File: src/rtl/wave_scheduler.sv
// Enemy wave sequencer: turns the current level into spawn requests and returns a one-hot level-clear code.
// Define WAVE_BOSS_EN to add a boss spawn at the end of the final wave of level 3.
module wave_scheduler #(
  parameter int WAVES_PER_LEVEL  = 4,
  parameter int SPAWN_GAP_FRAMES = 30,
  parameter int WAVE_GAP_FRAMES  = 120
) (
  input  logic       Clk,
  input  logic       Reset,
  input  logic       i_frame_tick,
  input  logic [2:0] i_level,
  input  logic       i_spawn_ack,
  input  logic       i_enemy_killed,
  input  logic       i_enemy_escaped,
  output logic       o_spawn_req,
  output logic [1:0] o_spawn_type,
  output logic [9:0] o_spawn_x,
  output logic [2:0] o_wave,
  output logic [2:0] o_level_clear
);

  // state   | meaning
  // S_IDLE  | not playing, all outputs low
  // S_GAP   | quiet period before a wave
  // S_SPAWN | spawn request raised, waiting for ack
  // S_SPACE | spacing between spawns of one wave
  // S_DRAIN | all spawns issued, waiting for every enemy to resolve
  // S_CLEAR | level finished, clear code held until the level changes
  typedef enum logic [2:0] {S_IDLE, S_GAP, S_SPAWN, S_SPACE, S_DRAIN, S_CLEAR} state_t;

  localparam logic [7:0] LP_SPAWN_GAP = 8'(SPAWN_GAP_FRAMES);
  localparam logic [7:0] LP_WAVE_GAP  = 8'(WAVE_GAP_FRAMES);
  localparam logic [2:0] LP_LAST_WAVE = 3'(WAVES_PER_LEVEL - 1);

  state_t      r_state;
  logic [2:0]  r_prev_level;
  logic [7:0]  r_timer;
  logic [3:0]  r_quota;
  logic [3:0]  r_spawned;
  logic [3:0]  r_resolved;
  logic [15:0] r_lfsr;

  logic        w_level_change;
  logic        w_level_valid;
  logic        w_lfsr_fb;
  logic        w_counting;
  logic [1:0]  w_resolve_inc;
  logic [4:0]  w_resolve_sum;
  logic [3:0]  w_resolved_next;
  logic [3:0]  w_quota_base;
  logic        w_boss;
  logic        w_boss_slot;
  logic [2:0]  w_clear_code;

  assign w_level_change = (i_level != r_prev_level);
  assign w_level_valid  = ~i_level[2] & (i_level[1:0] != 2'd0);
  assign w_lfsr_fb      = r_lfsr[0] ^ r_lfsr[2] ^ r_lfsr[3] ^ r_lfsr[5];
  assign w_counting     = (r_state == S_SPAWN) || (r_state == S_SPACE) || (r_state == S_DRAIN);
  assign w_resolve_inc  = {1'b0, i_enemy_killed} + {1'b0, i_enemy_escaped};
  assign w_resolve_sum  = {1'b0, r_resolved} + {3'b000, w_resolve_inc};

  // Resolves never exceed the number of enemies actually on screen.
  always_comb begin
    w_resolved_next = r_resolved;
    if (w_counting) begin
      if (w_resolve_sum >= {1'b0, r_spawned})
        w_resolved_next = r_spawned;
      else
        w_resolved_next = w_resolve_sum[3:0];
    end
  end

  assign w_quota_base = {1'b0, r_prev_level[1:0], 1'b0} + 4'd2;

`ifdef WAVE_BOSS_EN
  assign w_boss = (r_prev_level == 3'd3) && (o_wave == LP_LAST_WAVE);
`else
  assign w_boss = 1'b0;
`endif
  assign w_boss_slot = w_boss && (r_spawned == w_quota_base);

  always_comb begin
    case (r_prev_level)
      3'd1:    w_clear_code = 3'b001;
      3'd2:    w_clear_code = 3'b010;
      3'd3:    w_clear_code = 3'b100;
      default: w_clear_code = 3'b000;
    endcase
  end

  always_ff @(posedge Clk) begin
    if (Reset) begin
      r_state       <= S_IDLE;
      r_prev_level  <= 3'd0;
      r_timer       <= 8'd0;
      r_quota       <= 4'd0;
      r_spawned     <= 4'd0;
      r_resolved    <= 4'd0;
      r_lfsr        <= 16'hACE1;
      o_spawn_req   <= 1'b0;
      o_spawn_type  <= 2'd0;
      o_spawn_x     <= 10'd0;
      o_wave        <= 3'd0;
      o_level_clear <= 3'd0;
    end else begin
      r_lfsr       <= {w_lfsr_fb, r_lfsr[15:1]};
      r_prev_level <= i_level;
      r_resolved   <= w_resolved_next;
      if (w_level_change) begin
        o_spawn_req   <= 1'b0;
        o_level_clear <= 3'd0;
        o_wave        <= 3'd0;
        r_spawned     <= 4'd0;
        r_resolved    <= 4'd0;
        r_timer       <= LP_WAVE_GAP;
        if (w_level_valid) begin
          r_state <= S_GAP;
        end else begin
          r_state      <= S_IDLE;
          o_spawn_type <= 2'd0;
          o_spawn_x    <= 10'd0;
        end
      end else begin
        case (r_state)
          S_IDLE: ;
          S_GAP: begin
            if (r_timer == 8'd0) begin
              r_state      <= S_SPAWN;
              r_quota      <= w_quota_base + {3'b000, w_boss};
              r_spawned    <= 4'd0;
              o_spawn_req  <= 1'b1;
              o_spawn_type <= r_prev_level[1:0] - 2'd1;
              o_spawn_x    <= {1'b0, r_lfsr[8:0]} + 10'd32;
            end else if (i_frame_tick) begin
              r_timer <= r_timer - 8'd1;
            end
          end
          S_SPAWN: begin
            if (o_spawn_req && i_spawn_ack) begin
              o_spawn_req <= 1'b0;
              r_spawned   <= r_spawned + 4'd1;
              if ((r_spawned + 4'd1) == r_quota) begin
                r_state <= S_DRAIN;
              end else begin
                r_state <= S_SPACE;
                r_timer <= LP_SPAWN_GAP;
              end
            end
          end
          S_SPACE: begin
            if (r_timer == 8'd0) begin
              r_state      <= S_SPAWN;
              o_spawn_req  <= 1'b1;
              o_spawn_type <= w_boss_slot ? 2'b11 : (r_prev_level[1:0] - 2'd1);
              o_spawn_x    <= w_boss_slot ? 10'd288 : ({1'b0, r_lfsr[8:0]} + 10'd32);
            end else if (i_frame_tick) begin
              r_timer <= r_timer - 8'd1;
            end
          end
          S_DRAIN: begin
            if (w_resolved_next == r_spawned) begin
              if (o_wave < LP_LAST_WAVE) begin
                o_wave     <= o_wave + 3'd1;
                r_state    <= S_GAP;
                r_timer    <= LP_WAVE_GAP;
                r_spawned  <= 4'd0;
                r_resolved <= 4'd0;
              end else begin
                r_state       <= S_CLEAR;
                o_level_clear <= w_clear_code;
              end
            end
          end
          S_CLEAR: ;
          default: r_state <= S_IDLE;
        endcase
      end
    end
  end

endmodule
File: config.mk
export PLATFORM = sky130hd
export DESIGN_NAME = wave_scheduler
export DESIGN_NICKNAME = d
export VERILOG_FILES = /design/src/rtl/wave_scheduler.sv
export SDC_FILE = /design/constraint.sdc
export NUM_CORES = 1
export LEC_CHECK = 0
export ABC_AREA = 1
export BUFFER_PORTS_ARGS = -buffer_cell sky130_fd_sc_hd__buf_2
export CORE_ASPECT_RATIO = 0.7
export CORE_UTILIZATION = 48
export DETAILED_ROUTE_END_ITERATION = 8
export GPL_ROUTABILITY_DRIVEN = 1
export PLACE_DENSITY = 0.69
export SYNTH_ARGS = -nofsm -noshare
export SYNTH_HDL_FRONTEND = slang
export SYNTH_SLANG_ARGS = --single-unit
File: constraint.sdc
create_clock -name Clk -period 7.6 [get_ports Clk]
set_input_delay 0.76 -clock Clk [delete_from_list [all_inputs] [get_ports Clk]]
set_output_delay 0.76 -clock Clk [all_outputs]
set_load 0.01 [all_outputs]
==> flow_results.xml <==
<?xml version="1.0" encoding="UTF-8"?>
<metrics>
  <group name="detailed_routing">
    <metric name="drtPass1Iterations" unit="">5</metric>
    <metric name="postRouteWirelength" unit="mm">6.82</metric>
    <metric name="detail_route.drc_violations" unit="">0</metric>
    <metric name="detailroute.via_count" unit="">2884</metric>
    <metric name="route.detailed.wl_per_inst" unit="um">12.1</metric>
    <metric name="detailedRoute.firstIterationViolations" unit="">150</metric>
    <metric name="ant_nets" unit="">0</metric>
    <metric name="drt-vias-per-instance" unit="">5.12</metric>
  </group>
  <group name="clock_network">
    <metric name="clock_buffer_count_from_cts" unit="">9</metric>
    <metric name="worst_path_clk_slew" unit="ps">70</metric>
    <metric name="cts_htree_levels" unit="">3</metric>
    <metric name="cts_post_setup_buffers_inserted" unit="">0</metric>
    <metric name="cts.root.buffer_cell" unit="">clkbuf_8</metric>
    <metric name="ctsHoldBuffers" unit="">0</metric>
    <metric name="cts_max_path_buffers" unit="">2</metric>
    <metric name="clock_latency" unit="ps">340</metric>
    <metric name="tritoncts" unit="">done</metric>
    <metric name="clock_sink_count" unit="">60</metric>
    <metric name="cts-resized-gates" unit="">0</metric>
  </group>
  <group name="die">
    <metric name="floorplan.die_area" unit="sq um">6920</metric>
    <metric name="die_w" unit="um">99.0</metric>
    <metric name="core" unit="sq um">6310</metric>
    <metric name="ios" unit="">28</metric>
    <metric name="die_y" unit="um">69.9</metric>
    <metric name="floorplan.initialDensity" unit="%">50.1</metric>
    <metric name="row_count" unit="">24</metric>
  </group>
  <group name="run">
    <metric name="timing.max_cap.violations" unit="">0</metric>
  </group>
  <group name="global_route">
    <metric name="grt_max_degree" unit="">22</metric>
    <metric name="global_route.usage.total" unit="%">21.7</metric>
    <metric name="vias_in_the_first_global_route" unit="">2494</metric>
    <metric name="grt.overflow.total" unit="">0</metric>
    <metric name="antenna_found_initial" unit="">0</metric>
    <metric name="grt_first_pass_wirelength" unit="mm">11.6</metric>
  </group>
  <group name="critical_path">
    <metric name="reg2reg_to" unit="">r_spawned[0]</metric>
    <metric name="timing.setup.critical_path_class" unit="">in -&gt; reg</metric>
    <metric name="critical_path_required" unit="ps">7870</metric>
    <metric name="critPathLaunchType" unit="">input pin</metric>
    <metric name="worstPathArrival" unit="ps">3760</metric>
    <metric name="reg2reg_depth" unit="">21</metric>
    <metric name="crit_path_start" unit="">i_enemy_killed</metric>
    <metric name="worst_setup_path_endpoint" unit="">r_spawned[0]</metric>
    <metric name="cp_slowest_cell" unit="">fa_1</metric>
    <metric name="worst_path_most_repeated_cell" unit="">nand2_1</metric>
    <metric name="cp_cell_sequence" unit="">buf_2, fa_1, ha_1, xor2_1, ha_1, nand2_1, inv_1, nand2_1, nand2_1, nand2_1, nand2_4, nand2_1, nand3_1, nand3_1, nand2_1, nor2_2, nand2_4, nand2_4, nand3_1, nand2_1, nand2_1, nor2_1</metric>
    <metric name="reg2reg_from" unit="">r_resolved[0]</metric>
    <metric name="worstSetupEndpointType" unit="">flop</metric>
    <metric name="crit_family" unit="">simple AND/OR/NAND/NOR gates</metric>
    <metric name="worst_stage_delay_on_the_critical_path" unit="ps">460</metric>
    <metric name="r2r_setup_slack" unit="ps">4360</metric>
    <metric name="worst-path-stages" unit="">22</metric>
    <metric name="critical_path_peak_fanout" unit="">14</metric>
    <metric name="path_buf_inv" unit="">2</metric>
  </group>
  <group name="synth">
    <metric name="synth_compound_area_share" unit="%">9.54</metric>
    <metric name="synthXorXnorAreaFrac" unit="%">3.33</metric>
    <metric name="synth.yosys.warnings" unit="">0</metric>
    <metric name="synth_common_cells" unit="">nor2_1, nand2_1, dfxtp_1, inv_1</metric>
    <metric name="top_flip_flop_cell_by_instance_count_after_synthesis" unit="">dfxtp_1</metric>
    <metric name="synth_mux_area_share" unit="%">0</metric>
    <metric name="yosys.area_share.simple" unit="%">34.6</metric>
    <metric name="postSynthAreaPerCell" unit="sq um">6.99</metric>
    <metric name="netlist_top_cells_area" unit="">dfxtp_1, nor2_1, nand2_1, inv_1, ha_1</metric>
    <metric name="synth_enable_flop_cells" unit="">0</metric>
    <metric name="largest_family_of_logic_cells_by_synthesized_area" unit="">simple AND/OR/NAND/NOR gates</metric>
    <metric name="yosysMostFrequentCell" unit="">nor2_1</metric>
    <metric name="post_synthesis_cell_area" unit="sq um">3160</metric>
    <metric name="synth_cell_type_count" unit="">31</metric>
    <metric name="postSynthNetCount" unit="">475</metric>
    <metric name="netlist.top_cell.by_area" unit="">dfxtp_1</metric>
    <metric name="synth.top_cell.area_share" unit="%">38.0</metric>
    <metric name="postSynthRegisterBits" unit="">60</metric>
    <metric name="synthAdderAreaFrac" unit="%">5.78</metric>
    <metric name="syn-instance-count" unit="">452</metric>
    <metric name="synth.yosys.seq_area_share" unit="%">38.0</metric>
    <metric name="post_synth_arst_share" unit="%">0</metric>
  </group>
  <group name="min_path">
    <metric name="min_path_type" unit="">reg -&gt; reg</metric>
  </group>
  <group name="sta">
    <metric name="layout_min_cycle_time" unit="ps">3490</metric>
    <metric name="fmax" unit="MHz">286</metric>
    <metric name="final-hold-violation-count" unit="">0</metric>
    <metric name="worstMarginPinSlew" unit="ps">682</metric>
    <metric name="period_share" unit="%">46.0</metric>
    <metric name="hold_ws" unit="ps">405</metric>
    <metric name="final_max_slew_viol_count" unit="">0</metric>
    <metric name="finish_stage_setup_viols" unit="">0</metric>
    <metric name="grt_setup_unrepaired" unit="">no</metric>
    <metric name="clock_skew" unit="ps">7.72</metric>
    <metric name="final.setup.tns" unit="ps">0</metric>
    <metric name="timing.slew.headroom" unit="%">54.4</metric>
  </group>
  <group name="place">
    <metric name="gp_routability_congestion" unit="">0.883</metric>
    <metric name="hpwlAfterDp" unit="mm">5.09</metric>
    <metric name="place.port_buffers" unit="">27</metric>
  </group>
  <group name="layout">
    <metric name="antenna_cells_inserted" unit="">0</metric>
    <metric name="final_net_count" unit="">504</metric>
    <metric name="multi_input_comb_area" unit="sq um">1680</metric>
    <metric name="regArea" unit="sq um">1200</metric>
    <metric name="fillCellCount" unit="">617</metric>
    <metric name="final_layout_size_suffix_gt1_share" unit="%">14.4</metric>
    <metric name="syn2layout_area_growth" unit="%">12.9</metric>
  </group>
  <group name="outcome">
    <metric name="status" unit="">finished clean</metric>
  </group>
  <group name="power">
    <metric name="cellPowerDensity" unit="nW/um^2">223</metric>
    <metric name="leakage" unit="nW">1.73</metric>
    <metric name="ir_drop" unit="uV">137</metric>
  </group>
</metrics>
[routing by layer]
layer  track usage, %  part of all wire [%]  routed length [um]
met1             31.6                    53                3610
met2             30.6                    40                2750
met3             5.21                   5.4                 367
met4             8.46                   1.3                  91
met5                0                     0                   0
[registers in the layout, summed over array words and instances (netlist names)]
register,flops
o_level_clear,3
r_quota,3
r_lfsr,16
r_timer,8
r_spawned,4
r_state,3
r_prev_level,3
o_spawn_type,2
o_spawn_req,1
r_resolved,4
o_spawn_x,10
o_wave,3
[per-stage QoR]
stage               instances  utilization [%]  setup WS (ps)  power [mW]  cell area [sq um]
finish                    563             56.6           4110       0.797               3570
global route              563             56.6           3790       0.838               3570
CTS                       563             56.6           4130       0.805               3570
detailed placement        548             53.1           3790       0.477               3350
global placement          548             53.1           3930       0.475               3350
floorplan                 452                -           4220       0.449               3160
[placed cells by master, fill, tap and decap left out, types with 2 or more instances in the layout]
cell / count
nor2_1: 85
nand2_1: 84
dfxtp_1: 60
inv_1: 54
nand3_1: 31
a21oi_1: 31
buf_2: 27
o21ai_0: 15
ha_1: 13
nand4_1: 11
clkbuf_8: 11
xor2_1: 8
or2_2: 8
a31oi_1: 7
inv_2: 5
xnor2_1: 4
nand2_4: 4
nor3_1: 3
nor2_2: 3
nand3_2: 3
or2_0: 2
nand3b_1: 2
nor4_1: 2
bufinv_16: 2
[final cells by class]
cell class	instances	share of cell area [%]
inverter	59	6.20
clock buffer	11	4.24
timing repair buffer	28	4.00
multi-input combinational	323	47.1
sequential	60	33.6
clock inverter	4	2.03
tap	78	2.73
[worst min-delay path, stage by stage (launching register included)]
cell	delay [ps]
dfxtp_1	300
inv_1	40
nor2_1	30
[where the power goes]
| group | switching [mW] | internal, mW | leakage, nW | total [mW] |
|---|---|---|---|---|
| registers | 0.0107 | 0.332 | 0.493 | 0.343 |
| clock network | 0.126 | 0.200 | 0.111 | 0.326 |
| logic | 0.0818 | 0.0469 | 1.13 | 0.129 |
[logic make-up after synthesis]
logic type / Yosys count
buffers and inverters: 69
AND/OR/NAND/NOR: 241
adder cells (fa/ha/maj): 14
XOR/XNOR: 12
AO/OA/AOI/OAI: 56
flip-flops: 60
[worst min path at each step]
| stage | startpoint | to | slack [ps] | cells after the start |
|---|---|---|---|---|
| final | r_lfsr[9] | r_lfsr[8] | 400 | 2 |
| after global routing | r_lfsr[9] | r_lfsr[8] | 420 | 2 |
| after CTS | r_lfsr[9] | r_lfsr[8] | 410 | 2 |
| after detailed placement | r_lfsr[11] | r_lfsr[10] | 400 | 1 |
| after global placement | r_lfsr[9] | r_lfsr[8] | 390 | 2 |
| after floorplan | r_lfsr[13] | r_lfsr[12] | 390 | 2 |
No activity file was read; power rests on OpenSTA's default activity.
